==> config.mk <==
export PLATFORM = sky130hd
export DESIGN_NAME = lcd_capture
export DESIGN_NICKNAME = d
export VERILOG_FILES = /design/src/rtl/lcd_capture.sv
export SDC_FILE = /design/constraint.sdc
export NUM_CORES = 1
export LEC_CHECK = 0
export CAP_MARGIN = 10
export CORE_MARGIN = 3
export CORE_UTILIZATION = 50
export CTS_CLUSTER_SIZE = 16
export DETAILED_ROUTE_END_ITERATION = 10
export HOLD_SLACK_MARGIN = 0.15
export PLACE_DENSITY = 0.79
export SYNTH_ARGS = -nofsm -noshare
export SYNTH_HDL_FRONTEND = slang
export SYNTH_SLANG_ARGS = --single-unit
==> constraint.sdc <==
create_clock -name CLK -period 4.1 [get_ports CLK]
set_input_delay 0.82 -clock CLK [delete_from_list [all_inputs] [get_ports CLK]]
set_output_delay 0.82 -clock CLK [all_outputs]
set_load 0.01 [all_outputs]
==> src/rtl/lcd_capture.sv <==
// Grabs one RGB888 DEN/VD frame, decimates 2:1 in both axes and writes RGB565 into the frame store.
// Two-edge pin-to-write latency; at most one write per two pixels, none on odd rows.
module lcd_capture #(
  parameter int H_ACT = 800,
  parameter int V_ACT = 480,
  parameter bit CONT  = 1'b0
) (
  input  logic        CLK,
  input  logic        RST_N,
  input  logic        ARM,
  input  logic        VD,
  input  logic        DEN,
  input  logic [7:0]  R,
  input  logic [7:0]  G,
  input  logic [7:0]  B,
  output logic        WE,
  output logic [19:0] WADDR,
  output logic [15:0] WDATA,
  output logic        BUSY,
  output logic        FRAME_DONE,
  output logic        OVF
);

  typedef enum logic [1:0] {IDLE, WAIT_VS, CAPTURE, DONE} state_t;

  localparam logic [9:0] H_LIM = 10'(H_ACT);
  localparam logic [8:0] V_LIM = 9'(V_ACT);

  state_t      state_q, state_d;
  logic        vd_r_q, vd_rr_q, den_r_q, den_rr_q;
  logic [15:0] pix_r_q;
  logic [9:0]  col_q, col_d;
  logic [8:0]  row_q, row_d;
  logic        ovf_q, ovf_d;
  logic        we_q;
  logic [19:0] waddr_q;
  logic [15:0] wdata_q;

  logic        vd_fall, den_fall, in_win, wr_ok;
  logic [8:0]  row_cur;
  logic        unused_lsbs;

  // The low colour bits are dropped by the RGB565 packing.
  assign unused_lsbs = ^{R[2:0], G[1:0], B[2:0]};

  assign vd_fall  = vd_rr_q & ~vd_r_q;
  assign den_fall = den_rr_q & ~den_r_q;
  // A frame start coinciding with a pixel puts that pixel on row 0.
  assign row_cur  = vd_fall ? 9'd0 : row_q;
  assign in_win   = (col_q < H_LIM) && (row_cur < V_LIM);
  assign wr_ok    = (state_q == CAPTURE) && den_r_q && !col_q[0] && !row_cur[0] && in_win;

  always_comb begin
    col_d = 10'd0;
    if (den_r_q) col_d = (col_q == 10'h3FF) ? col_q : col_q + 10'd1;

    row_d = row_q;
    if (vd_fall) row_d = 9'd0;
    else if (den_fall && row_q != 9'h1FF) row_d = row_q + 9'd1;
  end

  always_comb begin
    state_d = state_q;
    ovf_d   = ovf_q;
    case (state_q)
      IDLE: begin
        if (ARM) begin
          state_d = WAIT_VS;
          ovf_d   = 1'b0;
        end
      end
      WAIT_VS: if (vd_fall) state_d = CAPTURE;
      CAPTURE: begin
        if (vd_fall) state_d = DONE;
        if (den_r_q && !in_win) ovf_d = 1'b1;
      end
      DONE:    state_d = CONT ? CAPTURE : IDLE;
      default: state_d = IDLE;
    endcase
  end

  always_ff @(posedge CLK or negedge RST_N) begin
    if (!RST_N) begin
      state_q  <= IDLE;
      vd_r_q   <= 1'b0;
      vd_rr_q  <= 1'b0;
      den_r_q  <= 1'b0;
      den_rr_q <= 1'b0;
      pix_r_q  <= 16'd0;
      col_q    <= 10'd0;
      row_q    <= 9'd0;
      ovf_q    <= 1'b0;
      we_q     <= 1'b0;
      waddr_q  <= 20'd0;
      wdata_q  <= 16'd0;
    end else begin
      state_q  <= state_d;
      vd_r_q   <= VD;
      vd_rr_q  <= vd_r_q;
      den_r_q  <= DEN;
      den_rr_q <= den_r_q;
      pix_r_q  <= {R[7:3], G[7:2], B[7:3]};
      col_q    <= col_d;
      row_q    <= row_d;
      ovf_q    <= ovf_d;
      we_q     <= wr_ok;
      if (wr_ok) begin
        waddr_q <= {3'b000, row_cur[8:1], col_q[9:1]};
        wdata_q <= pix_r_q;
      end
    end
  end

  assign WE         = we_q;
  assign WADDR      = waddr_q;
  assign WDATA      = wdata_q;
  assign OVF        = ovf_q;
  assign FRAME_DONE = (state_q == DONE);
  // In continuous mode the DONE cycle is part of an uninterrupted capture.
  assign BUSY       = (state_q == WAIT_VS) || (state_q == CAPTURE) || (CONT && state_q == DONE);

endmodule

==> results.toml <==
[clock_network]
h-tree-depth = 3
holdBufCountCts = 0
insertion_delay_ns = 0.34
cts_resized = 0
cts_root_buffer = "clkbuf_8"
cts_buffers = 9
postCtsSetupRepairBufs = 0
clkSlewWorstSetupHoldPaths_ns = 0.07
clock_sinks = 76
clockBufferDepth = 2
tritoncts = "yes"

[final_layout]
num-nets-final = 328
drive_above_1_share = 0.1486
n_antenna_cell = 0
syn_to_final_growth_pct = 24.26
design_area_um2 = 3974

[floorplanning]
io_pins = 69
fp.dieW_um = 85.98
core-area_um2 = 6061
die_h_um = 85.98
num_rows = 28
die_area_um2 = 7392
start_util = 0.5277

[synthesis]
avgSynthCellArea_um2 = 13.67
synth-async-reset-ratio = 1.000
yosysSeqAreaShare = 0.5947
yosysUniqueCellTypes = 46
synth_cells = 234
ys.flop_type = "dfrtp_1"
synth_area_um2 = 3198
synth_edf_count = 0
ys_warn_count = 0
synth_seq_cells = 76

[detailed_routing]
antenna_left = 0
drt-pass1-iter-count = 4
wirelength_mm = 5.758
via_per_inst = 5.523
wl_per_cell_um = 15.52
vias = 2049
drt_iter0_drc = 59
drcViolationCount = 0

[timing]
finalSetupViolCount = 0
relSlewSlack = 0.3854
finalMaxSlewViolations = 0
hold_viol = 0
fin_crit_ns = 2.458
rsz0062_at_grt = "false"
fmax_mhz = 406.8
tns_ns = 0
skew_ns = 0.006990
worst_pin_slew_ns = 0.9200
min_period_over_period = 0.5995

[critical_path]
crit_type = "flip-flop to primary output"
cp.arrival_ns = 1.64
crit_slowest_cell = "clkdlybuf4s50_1"
cp.required_ns = 3.28
cp_num_buf_inv = 2
r2r_slack_ns = 1.88
cp_max_fo = 3
path_cells = "inv_1 > ha_1 > clkdlybuf4s50_1"
cp_slowest_stage_delay_ns = 0.53
critPathTopFamily = "buffers and inverters"
cp-end-kind = "primary output"
start_kind = "flip-flop"

[placed_design]
place.gp.congestion = 0.8433
dp_hpwl_mm = 3.903
numPortBuffers = 57
dpl_cell_area_um2 = 3785

[pwr]
powerDensity_nw_per_um2 = 531.4
max-vdd-ir-drop_v = 0.0004362
leakage_nw = 1.812

[global_routing]
grt_max_degree = 77
grt.overflow.total = 0
grt_pass1_vias = 1977
track_usage = 0.1692
grt_first_pass_wirelength_mm = 9.680
antenna_found_initial = 0

[outcome]
run_status = "finished, final reports clean"

[worst_hold_path]
hp-class = "flip-flop to flip-flop"

[flow_run]
max_cap_violations = 0
-- registers in the layout, summed over array words and instances, names as in the netlist --
register / count
WADDR: 17
WDATA: 16
pix_r_q: 16
col_q: 10
row_q: 9
state_q: 2
OVF: 1
WE: 1
den_r_q: 1
den_rr_q: 1
vd_r_q: 1
vd_rr_q: 1
-- cell families after synthesis --
group / count (synthesis) / synth area share
AOI/OAI and AO/OA: 38 / 0.09546
xor gates and xnor gates: 1 / 0.002739
adders and majority gates: 7 / 0.02739
buffers and inverters: 20 / 0.03638
DFF: 76 / 0.5947
muxes: 35 / 0.1448
other: 1 / 0.001173
and+or+nand+nor: 56 / 0.09742
-- synthesized netlist by cell type (2+ instances only) --
master / count / share of area
o31ai_1: 2 / 0.0047
nor2_1: 7 / 0.0082
a21oi_1: 7 / 0.011
a211oi_1: 4 / 0.0094
mux2_1: 5 / 0.018
and3_1: 3 / 0.0059
clkbuf_1: 3 / 0.0035
or3_1: 3 / 0.0059
or4_1: 2 / 0.0047
and4_1: 2 / 0.0055
a41oi_1: 2 / 0.0055
mux2i_1: 8 / 0.025
nand4_1: 2 / 0.0039
a31oi_1: 4 / 0.0078
nand2b_1: 3 / 0.0059
nor3_1: 4 / 0.0063
nand2_1: 14 / 0.016
o21ai_1: 3 / 0.0047
a22o_1: 8 / 0.022
ha_1: 7 / 0.027
buf_6: 3 / 0.011
inv_1: 6 / 0.0070
buf_2: 3 / 0.0047
nand3_1: 7 / 0.011
dfrtp_1: 76 / 0.59
buf_4: 4 / 0.0094
mux2_4: 21 / 0.099
or2b_1: 3 / 0.0070
-- layout by cell type, fill, tap and decap left out, drive strengths merged, types with 7 or more instances in the layout --
master	Yosys	routed
a21oi	7	7
a22o	8	8
clkbuf	3	9
clkdlybuf4s50	0	56
dfrtp	76	76
ha	7	7
inv	7	8
mux2	27	27
mux2i	8	8
nand2	14	14
nand3	7	7
nor2	7	7
-- power breakdown --
part           internal [W]  switching (W)
registers          0.000874      0.0000816
logic              0.000382       0.000231
clock network      0.000278       0.000265
-- stage by stage --
stage	hold WS, ns	cells	worst slack (ns)	total power [W]	utilization
final	0.4145	371	1.642	0.002112	0.6557
after floorplan	0.3664	236	2.110	0.001292	-
after detailed placement	0.3906	356	1.899	0.001591	0.6245
after global placement	0.3824	356	1.933	0.001564	0.6245
after CTS	0.4151	371	1.609	0.002143	0.6557
after global routing	0.4297	371	1.525	0.002233	0.6557
-- final timing paths --
kind                            cells after the start       end        from
worst max-delay path                                3      BUSY  state_q[0]
worst min-delay path                                0   vd_rr_q      vd_r_q
worst max register to register                      7  row_q[5]    row_q[0]
worst min register to register                      0   vd_rr_q      vd_r_q
max in group asynchronous                           1  WADDR[0]       RST_N
min in group asynchronous                           1  WDATA[8]       RST_N
-- routing by layer --
layer	vias to the layer above	wire length, um	global-route usage
met5	-	0	0
met4	0	71	0.06475
met3	7	367	0.06436
met2	55	2855	0.2656
met1	1033	2464	0.2126
li1	954	-	-
-- cell type report --
class / instances / area (um2)
clock buffer: 9 / 123.9
clock inverter: 6 / 65.06
fill: 451 / 2087
inverter: 7 / 26.28
multi-input combinational: 140 / 1187
sequential: 76 / 1902
tap: 75 / 93.84
timing repair buffer: 58 / 575.6
No activity file was read; power rests on OpenSTA's default activity.
